==> src/rtl/player_pkg.sv <==
// Shared types and default geometry for the player controller and its shot pool.
package player_pkg;

  localparam int DEF_COORD_W    = 10;
  localparam int DEF_X_MIN      = 90;
  localparam int DEF_X_MAX      = 550;
  localparam int DEF_Y_PARK     = 470;
  localparam int DEF_HIT_HALF_W = 15;
  localparam int DEF_HIT_DEPTH  = 20;

  typedef enum logic [1:0] {
    ST_IDLE   = 2'd0,
    ST_PLAY   = 2'd1,
    ST_INVULN = 2'd2,
    ST_OVER   = 2'd3
  } state_e;

endpackage

==> src/rtl/player_ctrl_multi_shot_pool.sv <==
// Pool of player projectiles: lowest-free-slot allocation, upward motion,
// retirement on top-of-screen or enemy strike, and packed slot outputs.
module shot_pool
  import player_pkg::*;
#(
  parameter int COORD_W   = DEF_COORD_W,
  parameter int NUM_SHOTS = 4,
  parameter int Y_START   = 420,
  parameter int Y_PARK    = DEF_Y_PARK,
  parameter int SHOT_STEP = 2
) (
  input  logic                           dclk,
  input  logic                           clr,
  input  logic                           clear_i,
  input  logic                           step_i,
  input  logic                           fire_i,
  input  logic [COORD_W-1:0]             fire_x_i,
  input  logic [NUM_SHOTS-1:0]           shot_hit_i,
  output logic [NUM_SHOTS-1:0]           valid_o,
  output logic [NUM_SHOTS*COORD_W-1:0]   x_o,
  output logic [NUM_SHOTS*COORD_W-1:0]   y_o
);

  localparam logic [COORD_W-1:0] STEP_C  = COORD_W'(SHOT_STEP);
  localparam logic [COORD_W-1:0] START_C = COORD_W'(Y_START);
  localparam logic [COORD_W-1:0] PARK_C  = COORD_W'(Y_PARK);

  logic [NUM_SHOTS-1:0] valid_q, valid_d;
  logic [COORD_W-1:0]   x_q [NUM_SHOTS];
  logic [COORD_W-1:0]   x_d [NUM_SHOTS];
  logic [COORD_W-1:0]   y_q [NUM_SHOTS];
  logic [COORD_W-1:0]   y_d [NUM_SHOTS];
  logic [NUM_SHOTS-1:0] alloc_oh;
  logic                 found;

  // Allocation looks only at registered occupancy, so a slot retiring this
  // cycle cannot be refilled until the next tick.
  always_comb begin
    alloc_oh = '0;
    found    = 1'b0;
    for (int k = 0; k < NUM_SHOTS; k++) begin
      if (!valid_q[k] && !found) begin
        alloc_oh[k] = 1'b1;
        found       = 1'b1;
      end
    end
  end

  // NOTE: every combinational output gets a default first so no path can
  // leave it unassigned and infer a latch.
  always_comb begin
    valid_d = valid_q;
    x_d     = x_q;
    y_d     = y_q;
    for (int k = 0; k < NUM_SHOTS; k++) begin
      if (clear_i) begin
        valid_d[k] = 1'b0;
        x_d[k]     = '0;
        y_d[k]     = PARK_C;
      end else if (valid_q[k]) begin
        if (shot_hit_i[k] || (step_i && (y_q[k] < STEP_C))) begin
          valid_d[k] = 1'b0;
          x_d[k]     = '0;
          y_d[k]     = PARK_C;
        end else if (step_i) begin
          y_d[k] = y_q[k] - STEP_C;
        end
      end else if (fire_i && alloc_oh[k]) begin
        valid_d[k] = 1'b1;
        x_d[k]     = fire_x_i;
        y_d[k]     = START_C;
      end
    end
  end

  // NOTE: the slot arrays are small registers with architectural reset values,
  // so they are reset element by element rather than left to a RAM.
  always_ff @(posedge dclk or posedge clr) begin
    if (clr) begin
      valid_q <= '0;
      for (int k = 0; k < NUM_SHOTS; k++) begin
        x_q[k] <= '0;
        y_q[k] <= PARK_C;
      end
    end else begin
      valid_q <= valid_d;
      x_q     <= x_d;
      y_q     <= y_d;
    end
  end

  always_comb begin
    x_o     = '0;
    y_o     = '0;
    valid_o = valid_q;
    for (int k = 0; k < NUM_SHOTS; k++) begin
      x_o[k*COORD_W +: COORD_W] = x_q[k];
      y_o[k*COORD_W +: COORD_W] = y_q[k];
    end
  end

endmodule

==> src/rtl/player_ctrl_multi.sv <==
// Player controller: position, shot pool, hazard collision, lives and game FSM.
// Define AUTOFIRE_EN to add held-button repeat fire every FIRE_PERIOD ticks.
module player_ctrl_multi
  import player_pkg::*;
#(
  parameter int COORD_W    = DEF_COORD_W,
  parameter int NUM_SHOTS  = 4,
  parameter int NUM_HAZ    = 11,
  parameter int X_MIN      = DEF_X_MIN,
  parameter int X_MAX      = DEF_X_MAX,
  parameter int X_START    = 320,
  parameter int Y_START    = 420,
  parameter int Y_PARK     = DEF_Y_PARK,
  parameter int SHOT_STEP  = 2,
  parameter int HIT_HALF_W = DEF_HIT_HALF_W,
  parameter int HIT_DEPTH  = DEF_HIT_DEPTH,
  parameter int LIVES_INIT = 3,
`ifdef AUTOFIRE_EN
  parameter int INV_TICKS  = 64,
  parameter int FIRE_PERIOD = 16
`else
  parameter int INV_TICKS  = 64
`endif
) (
  input  logic                         dclk,
  input  logic                         clr,
  input  logic                         tick,
  input  logic                         play,
  input  logic                         left,
  input  logic                         right,
  input  logic                         shoot,
  input  logic [NUM_SHOTS-1:0]         shot_hit,
  input  logic [NUM_HAZ-1:0]           haz_valid,
  input  logic [NUM_HAZ*COORD_W-1:0]   haz_x,
  input  logic [NUM_HAZ*COORD_W-1:0]   haz_y,
  output logic [COORD_W-1:0]           player_x,
  output logic [COORD_W-1:0]           player_y,
  output logic [NUM_SHOTS-1:0]         shots_valid,
  output logic [NUM_SHOTS*COORD_W-1:0] shots_x,
  output logic [NUM_SHOTS*COORD_W-1:0] shots_y,
  output logic [1:0]                   lives,
  output logic                         invuln,
  output logic                         hit_pulse,
  output logic                         gameover,
  output logic [1:0]                   state
);

  localparam int INV_W = $clog2(INV_TICKS + 1);
  typedef logic [COORD_W:0] coord_e_t;

  localparam logic [COORD_W-1:0] X_MIN_C   = COORD_W'(X_MIN);
  localparam logic [COORD_W-1:0] X_MAX_C   = COORD_W'(X_MAX);
  localparam logic [COORD_W-1:0] X_START_C = COORD_W'(X_START);
  localparam logic [COORD_W-1:0] ONE_C     = COORD_W'(1);
  localparam coord_e_t           HALF_E    = coord_e_t'(HIT_HALF_W);
  localparam coord_e_t           DEPTH_E   = coord_e_t'(HIT_DEPTH);
  localparam coord_e_t           PY_E      = coord_e_t'(Y_START);
  localparam logic [INV_W-1:0]   INV_C     = INV_W'(INV_TICKS);

  state_e             state_q, state_d;
  logic [COORD_W-1:0] px_q, px_d;
  logic [1:0]         lives_q, lives_d;
  logic [INV_W-1:0]   inv_q, inv_d;
  logic               hit_pulse_q, hit_pulse_d;
  logic               shoot_q, shoot_d;

  logic     step, active, any_hit, hit_now, fire;
  coord_e_t hx, hy, px_e;

  assign step    = tick && play;
  assign active  = (state_q == ST_PLAY) || (state_q == ST_INVULN);
  assign hit_now = step && (state_q == ST_PLAY) && any_hit;
  assign px_e    = {1'b0, px_q};

  // Window tests are written as additions only, so nothing can underflow.
  always_comb begin
    any_hit = 1'b0;
    hx      = '0;
    hy      = '0;
    for (int i = 0; i < NUM_HAZ; i++) begin
      hx = {1'b0, haz_x[i*COORD_W +: COORD_W]};
      hy = {1'b0, haz_y[i*COORD_W +: COORD_W]};
      if (haz_valid[i] && (hy < PY_E) && (PY_E < hy + DEPTH_E) &&
          (hx + HALF_E > px_e) && (hx < px_e + HALF_E)) begin
        any_hit = 1'b1;
      end
    end
  end

  // State register
  always_ff @(posedge dclk or posedge clr) begin
    if (clr) state_q <= ST_IDLE;
    else     state_q <= state_d;
  end

  // Next-state logic; dropping play is the synchronous restart path.
  always_comb begin
    state_d = state_q;
    if (!play) begin
      state_d = ST_IDLE;
    end else if (tick) begin
      unique case (state_q)
        ST_IDLE:   state_d = ST_PLAY;
        ST_PLAY:   if (any_hit) state_d = (lives_q == 2'd1) ? ST_OVER : ST_INVULN;
        ST_INVULN: if (inv_q <= INV_W'(1)) state_d = ST_PLAY;
        ST_OVER:   state_d = ST_OVER;
        default:   state_d = ST_IDLE;
      endcase
    end
  end

  always_comb begin
    px_d        = px_q;
    lives_d     = lives_q;
    inv_d       = inv_q;
    shoot_d     = shoot_q;
    hit_pulse_d = hit_now;
    if (!play) begin
      px_d    = X_START_C;
      lives_d = 2'(LIVES_INIT);
      inv_d   = '0;
      shoot_d = 1'b0;
    end else if (step && (state_q != ST_IDLE)) begin
      shoot_d = shoot;
      if (active) begin
        if (left) begin
          if (px_q > X_MIN_C) px_d = px_q - ONE_C;
        end else if (right) begin
          if (px_q < X_MAX_C) px_d = px_q + ONE_C;
        end
      end
      if (hit_now) begin
        lives_d = lives_q - 2'd1;
        inv_d   = (lives_q == 2'd1) ? '0 : INV_C;
      end else if ((state_q == ST_INVULN) && (inv_q != '0)) begin
        inv_d = inv_q - INV_W'(1);
      end
    end
  end

`ifdef AUTOFIRE_EN
  localparam int AF_W = $clog2(FIRE_PERIOD + 1);
  logic [AF_W-1:0] af_q, af_d;

  // Repeat counter runs only while the button stays held; release rearms it.
  always_comb begin
    af_d = af_q;
    fire = 1'b0;
    if (!play) begin
      af_d = '0;
    end else if (step && active) begin
      if (!shoot) begin
        af_d = '0;
      end else if (!shoot_q || (af_q == '0)) begin
        fire = 1'b1;
        af_d = AF_W'(FIRE_PERIOD - 1);
      end else begin
        af_d = af_q - AF_W'(1);
      end
    end
  end

  always_ff @(posedge dclk or posedge clr) begin
    if (clr) af_q <= '0;
    else     af_q <= af_d;
  end
`else
  assign fire = step && active && shoot && !shoot_q;
`endif

  // NOTE: sequential state uses non-blocking assignment so every register
  // samples the pre-edge values regardless of statement order.
  always_ff @(posedge dclk or posedge clr) begin
    if (clr) begin
      px_q        <= X_START_C;
      lives_q     <= 2'(LIVES_INIT);
      inv_q       <= '0;
      hit_pulse_q <= 1'b0;
      shoot_q     <= 1'b0;
    end else begin
      px_q        <= px_d;
      lives_q     <= lives_d;
      inv_q       <= inv_d;
      hit_pulse_q <= hit_pulse_d;
      shoot_q     <= shoot_d;
    end
  end

  shot_pool #(
    .COORD_W   (COORD_W),
    .NUM_SHOTS (NUM_SHOTS),
    .Y_START   (Y_START),
    .Y_PARK    (Y_PARK),
    .SHOT_STEP (SHOT_STEP)
  ) u_shot_pool (
    .dclk       (dclk),
    .clr        (clr),
    .clear_i    (!play),
    .step_i     (step && (state_q != ST_IDLE)),
    .fire_i     (fire),
    .fire_x_i   (px_q),
    .shot_hit_i (shot_hit),
    .valid_o    (shots_valid),
    .x_o        (shots_x),
    .y_o        (shots_y)
  );

  // Output logic
  always_comb begin
    state     = state_q;
    player_x  = px_q;
    player_y  = COORD_W'(Y_START);
    lives     = lives_q;
    hit_pulse = hit_pulse_q;
    invuln    = (state_q == ST_INVULN);
    gameover  = (state_q == ST_OVER);
  end

endmodule
==> config.mk <==
export PLATFORM = sky130hd
export DESIGN_NAME = player_ctrl_multi
export DESIGN_NICKNAME = d
export VERILOG_FILES = /design/src/rtl/player_pkg.sv /design/src/rtl/player_ctrl_multi_shot_pool.sv /design/src/rtl/player_ctrl_multi.sv
export SDC_FILE = /design/constraint.sdc
export NUM_CORES = 1
export LEC_CHECK = 0
export ABC_AREA = 1
export BUFFER_PORTS_ARGS = -buffer_cell sky130_fd_sc_hd__buf_2
export CORE_MARGIN = 4
export CORE_UTILIZATION = 55
export CTS_BUF_LIST = sky130_fd_sc_hd__clkbuf_4
export DETAILED_ROUTE_END_ITERATION = 8
export GPL_TIMING_DRIVEN = 0
export PLACE_DENSITY = 0.89
export REMOVE_ABC_BUFFERS = 1
export SYNTH_ARGS = -nofsm -noshare
export SYNTH_HDL_FRONTEND = slang
export SYNTH_HIERARCHICAL = 1
export SYNTH_SLANG_ARGS = --single-unit
==> constraint.sdc <==
create_clock -name dclk -period 4.2 [get_ports dclk]
set_input_delay 0 -clock dclk [delete_from_list [all_inputs] [get_ports dclk]]
set_output_delay 0 -clock dclk [all_outputs]
set_load 0.03 [all_outputs]
Yosys cells after proc, flatten, opt, wreduce, memory -nomap -nowiden
Index checks and enable logic that the tools add are counted.
{"block": "op_classes", "magnitude_cmp": 51, "n_addsub": 31, "n_eq_ne": 26, "mux": 92, "reduce_logical": 89}
{"operator": "2-to-1 mux 10 bit", "n": 43}
{"operator": "adder 10 x 4 -> 11 bit, second input constant", "n": 12}
{"operator": "adder 10 x 5 -> 11 bit, second input constant", "n": 11}
{"operator": "> comparator 11 x 10 -> 1 bit", "n": 11}
{"operator": "< comparator 10 x 11 -> 1 bit", "n": 11}
{"operator": "< comparator 9 x 11 -> 1 bit, first input constant", "n": 11}
{"operator": "< comparator 10 x 9 -> 1 bit, second input constant", "n": 11}
{"operator": "logical AND 1 bit", "n": 63}
{"operator": "< comparator 10 x 2 -> 1 bit, second input constant", "n": 4}
{"operator": "subtractor 10 x 2 -> 10 bit, second input constant", "n": 4}
{"operator": "2-to-1 mux 1 bit", "n": 36}
{"operator": "2-to-1 mux 7 bit", "n": 5}
{"operator": "!= test 3 x 1 -> 1 bit, second input constant", "n": 7}
{"operator": "AND reduction 2 bit", "n": 10}
{"operator": "!= test 4 x 3 -> 1 bit, second input constant", "n": 4}
{"operator": "!= test 3 bit, second input constant", "n": 5}
{"operator": "2-to-1 mux 2 bit", "n": 7}
{"operator": "adder 10 x 1 -> 10 bit, second input constant", "n": 1}
{"operator": "> comparator 10 x 7 -> 1 bit, second input constant", "n": 1}
{"operator": "< comparator 10 bit, second input constant", "n": 1}
{"operator": "subtractor 10 x 1 -> 10 bit, second input constant", "n": 1}
{"operator": "one-hot mux 2 bit (4 select lines)", "n": 1}
{"operator": "less-or-equal comparator 7 x 1 -> 1 bit, second input constant", "n": 1}
{"operator": "nonzero test 7 bit", "n": 1}
{"operator": "other kinds (13)", "n": 27}
{"block": "totals", "inputBits": 242, "output_inout_bits": 111, "elab_cells": 304, "register_bits": 107}

Logic depth before layout (Yosys ltp)
{"block": "logic_depth", "ltp_word": 20, "ltp_mapped": 27}

Cells and area by module
Netlist, hierarchy kept.
{"module": "player_ctrl_multi", "cells_per_inst": 1714, "n_inst": 1, "area_each_um2": 10666.5}
{"module": "shot_pool", "cells_per_inst": 563, "n_inst": 1, "area_each_um2": 4469.3}

Least setup slack after synthesis
No wires, ideal clock.
{"block": "synth_timing", "kind": "register -> register", "from": "register px_q[0] (netlist: player_x[0])", "to": "register inv_q[3]", "arrival_ns": 3.788, "synth_period_minus_slack_ns": 3.853, "setup_slack_ns": 0.347, "path_stages_with_launch": 23, "cell_sequence": "dfrtp_1 -> inv_1 -> ha_1 -> nand3_2 -> nand4_1 -> xor2_1 -> ha_1 -> a21o_1 -> nand3_1 -> nand2_1 -> nor2_1 -> nand2_1 -> nor2_1 -> nand2_1 -> nand2_1 -> nor2_1 -> nand3_2 -> nand2_4 -> nand2_4 -> nand2_4 -> nand2_4 -> nand2_1 -> nand2_1"}
{"block": "synth_via", "elab_chain_len": 18, "word_cells_on_any_way": 62, "classes_between": "add/sub (1); order compare (22); eq/ne (1); mux (14); reduce/logical (24)"}
{"element": "start, declared", "line_no": "player_ctrl_multi.sv:61", "rtl": "logic [COORD_W-1:0] px_q, px_d;"}
{"element": "start signal, assigned", "line_no": "player_ctrl_multi.sv:181", "rtl": "px_q <= px_d;"}
{"element": "adder 10 x 4 -> 11 bit / > comparator 11 x 10 -> 1 bit (equally long branches)", "line_no": "player_ctrl_multi.sv:84", "rtl": "(hx + HALF_E > px_e) && (hx < px_e + HALF_E)) begin"}
{"element": "< comparator 10 x 11 -> 1 bit / logical AND 1 bit (equally long branches)", "line_no": "player_ctrl_multi.sv:84, player_ctrl_multi.sv:83"}
{"element": "logical AND 1 bit", "line_no": "player_ctrl_multi.sv:84"}
{"element": "2-to-1 mux 1 bit (10 in series)", "line_no": "player_ctrl_multi.sv:83", "rtl": "if (haz_valid[i] && (hy < PY_E) && (PY_E < hy + DEPTH_E) &&"}
{"element": "2-to-1 mux 1 bit (*)", "line_no": "player_ctrl_multi.sv:83"}
{"element": "logical AND 1 bit (*)", "line_no": "player_ctrl_multi.sv:72", "rtl": "assign hit_now = step && (state_q == ST_PLAY) && any_hit;"}
{"element": "2-to-1 mux 7 bit", "line_no": "player_ctrl_multi.sv:132", "rtl": "if (hit_now) begin"}
{"element": "2-to-1 mux 7 bit", "line_no": "player_ctrl_multi.sv:123", "rtl": "end else if (step && (state_q != ST_IDLE)) begin"}
{"element": "2-to-1 mux 7 bit", "line_no": "player_ctrl_multi.sv:118", "rtl": "if (!play) begin"}
{"element": "end signal, assigned", "line_no": "player_ctrl_multi.sv:183", "rtl": "inv_q <= inv_d;"}
{"element": "end, declared", "line_no": "player_ctrl_multi.sv:63", "rtl": "logic [INV_W-1:0] inv_q, inv_d;"}
Mark *: on every way between the ends. The rest lies on a longest branch, timed or not. The select of a mux whose other input is x is not followed.
A chain may end at the register's enable or synchronous reset.

Final worst setup path
{"block": "layout_timing", "from": "register px_q[0] (netlist: player_x[0])", "to": "register inv_q[2]"}
Same word-level chain as after synthesis.

==> results.ini <==
[synthesis]
synth.avg_cell_area_sq_um=6.65
syn_area_sq_mm=0.0151
ys.warnings.count=6
synth-seq-cells=103
ys_seq_area_share_pct=17.3
ys_types=53
async_reset_ff_share_pct=100
synthCells=2277
synth_edf_count=0
ys.flop_type=dfrtp_1

[layout]
fill_cells=2412
final_area_sq_mm=0.0176
multi_input_area_sq_mm=0.0112
area_delta_synth_final_pct=16.4
regArea_sq_mm=0.00262
drive_gt1_share_pct=19.1
nNetsFinal=3152

[drt]
dr.pass1.iters=6
drtIter0Drc=1516
wirelength_um=47300
route.detailed.wl_per_inst_um=15.8
vias=16700
ant_nets=0
drc=0
detail_route.vias_per_cell=5.58

[floorplan]
rows=60
die_width_um=174
design.portCount=353
die_area_sq_mm=0.0302
die_y_um=174
coreArea_sq_mm=0.0270
start_util_pct=56.0

[placed_design]
dp_hpwl_um=37000
io_buffers=338
placed_area_sq_mm=0.0172
gp_congestion=0.938

[pwr]
comb_power_share_pct=54.7
peakVddDrop_mv=0.138
power_switching_mw=1.79
clockPowerShare_pct=14.2
p_leak_nw=10.3
cellPowerDensity_mw_per_mm2=224
intPower_mw=2.16
swShare_pct=45.4
power_frac_seq_pct=31.1
power_mw=3.95

[sta]
setup_tns_ns=0
fin_crit_ns=3.97
max_freq_mhz=252
hold_viol=0
grt_setup_unrepaired=false
timing.final.crit_share_pct=94.5
whs_ns=0.133
skew_ns=0.0303
drv_slew=0
tightest_slew_ns=1.03
setup_viol=0
timing.slew.headroom_pct=31.4

[worst_setup_path]
required_ns=4.56
cp_slowest_cell=dfrtp_4
worst-path-buf-inv=3
slowest_delay_ns=0.57
crit_chain=clkinvlp_4 -> buf_4 -> nand3_1 -> nand4_1 -> nor2_1 -> xor2_2 -> buf_8 -> ha_1 -> nand4_1 -> nor3_1 -> nand2_1 -> nand2_1 -> nor2_1 -> nor2_1 -> nand3_2 -> nand2_4 -> nand2_4 -> nand2_4 -> nand2_4 -> nand2_1 -> nand2_1
cp_max_fo=15
cp_top_family=simple AND/OR/NAND/NOR gates
setup.worst_path.class=flip-flop to flip-flop
crit_arrival_ns=4.33
cp-end-kind=flip-flop
critPathLaunchType=flip-flop

[min_path]
hold_class=primary input to asynchronous set/reset pin

[clocking]
root_buffer=clkbuf_4
clk_path_buf_depth=2
clk_pin_slew_ns=0.15
ctsHtreeMaxLevel=3
cts.sinks=103
cts_made_buffers=9
cts_tree=yes
insertion_delay_ns=0.46

[run]
drv_cap=0

[global_routing]
grt_usage_pct=29.7
overflow=0
grt_pass1_vias=15800
grt_max_degree=43
antenna_found_initial=15
grt_pass1_wl_um=75000

[status]
status=finished clean

## what timing repair did
action                                  in CTS  in global routing
hold endpoints to repair                   114                  0
hold buffers                                 9                  0
endpoints found under the setup margin      12                 11
resized for setup                            8                  6
pin swaps                                    0                  1
buffers inserted                             3                 13
## through the flow
step / setup WS (ns) / std cells / util, %
after global placement: -2.05 / 2934 / 63.1
after floorplan: 0.339 / 2255 / -
after detailed placement: -1.62 / 2940 / 63.6
after CTS: 0.0251 / 2968 / 64.7
final: 0.232 / 2988 / 65.2
after global routing: 0.0234 / 2986 / 65.2
## worst register-to-register path, stage by stage (launching register included)
cell,delay (ns)
dfrtp_4,0.57
clkinvlp_4,0.15
buf_4,0.25
nand3_1,0.18
nand4_1,0.18
nor2_1,0.23
xor2_2,0.46
buf_8,0.23
ha_1,0.16
nand4_1,0.13
nor3_1,0.22
nand2_1,0.07
nand2_1,0.06
nor2_1,0.08
nor2_1,0.23
nand3_2,0.14
nand2_4,0.13
nand2_4,0.10
nand2_4,0.11
nand2_4,0.08
nand2_1,0.06
nand2_1,0.05
## metal layers
| layer | global-route usage [%] | up-vias | wire, um |
|---|---|---|---|
| li1 | - | 8153 | - |
| met1 | 35.7 | 7598 | 18800 |
| met2 | 52.7 | 761 | 22600 |
| met3 | 6.15 | 131 | 4210 |
| met4 | 10.5 | 16 | 1620 |
| met5 | 0 | - | 95 |
## flip-flops by register name (all words and copies together) (netlist names)
signal	cells
hit_pulse	1
inv_q	7
lives	2
player_x	10
shoot_q	1
state	2
u_shot_pool/valid_o	4
u_shot_pool/x_o	40
u_shot_pool/y_o	36
## cells in the final DEF, fill, tap and decap left out, types with 7 or more instances in the layout
master         netlist  layout
nand2_1            663     662
buf_2                4     338
inv_1              294     289
ha_1               274     274
nor2_1             221     221
nand3_1            123     123
a21oi_1            118     118
nand4_1             71      71
dfrtp_1             75      71
o21ai_0             67      67
xor2_1              58      53
xnor2_1             37      36
dfstp_2             28      28
nand3_2             18      18
nand3b_1            17      17
nor3_1              16      16
a31oi_1             15      15
o21bai_1            15      15
or2_2               15      15
buf_4               18      15
a21o_1              14      14
conb_1               3      14
nand2_2             12      13
nor2_2               9       9
clkbuf_4             0       9
dlygate4sd3_1        0       9
diode_2              0       7
inv_2                8       7
o211ai_1             7       7
nor2_4               7       7
o21ai_1              7       7
## cell type report
class	count	share of cell area [%]
timing repair buffer	369	11.4
multi-input combinational	1846	63.7
clock buffer	9	0.384
clock inverter	7	0.497
antenna	7	0.0994
tap	341	2.42
sequential	103	14.9
inverter	306	6.65
## power by group through the flow
stage,clock network [mW],registers [mW],logic (mW)
floorplan,0,1.31,1.35
global placement,0,1.24,1.95
detailed placement,0,1.25,2.08
CTS,0.571,1.23,2.12
global route,0.615,1.25,2.46
finish,0.561,1.23,2.16
## final timing paths
| path | from | endpoint | slack [ns] | depth (start not counted) |
|---|---|---|---|---|
| worst max-delay path | player_x[0] | inv_q[2] | 0.23 | 21 |
| worst min-delay path | clr | u_shot_pool/x_o[19] | 0.13 | 3 |
| worst max register to register | player_x[0] | inv_q[2] | 0.23 | 21 |
| worst min register to register | u_shot_pool/x_o[16] | u_shot_pool/x_o[16] | 0.48 | 2 |
| max in group asynchronous | clr | player_x[1] | 3.22 | 3 |
| min in group dclk | left | player_x[1] | 0.17 | 4 |
## cells in the mapped netlist, types with 8 or more instances
cell type / instances / area [sq um]
dfstp_2: 28 / 736
dfrtp_1: 75 / 1880
buf_4: 18 / 135
nand4_1: 71 / 444
xnor2_1: 37 / 324
nor2_1: 221 / 830
inv_1: 294 / 1100
nand3b_1: 17 / 128
o21ai_0: 67 / 335
nor2_2: 9 / 56.3
nand3_2: 18 / 180
a21oi_1: 118 / 591
nand3_1: 123 / 616
nand2_2: 12 / 75.1
a31oi_1: 15 / 93.8
or2_2: 15 / 93.8
ha_1: 274 / 3430
o21bai_1: 15 / 113
nand2_1: 663 / 2490
a21o_1: 14 / 105
xor2_1: 58 / 508
nor3_1: 16 / 80.1
inv_2: 8 / 30.0
## cells by family after synthesis
family | after synthesis | share of synthesized area, %
AO/OA/AOI/OAI | 267 | 9.98
XOR/XNOR | 95 | 5.50
adder cells (fa/ha/maj) | 275 | 22.8
buffers and inverters | 339 | 9.26
flip-flops | 103 | 17.3
other | 3 | 0.0744
AND/OR/NAND/NOR | 1195 | 35.1
Note: power is estimated with default switching activity, not from simulation.
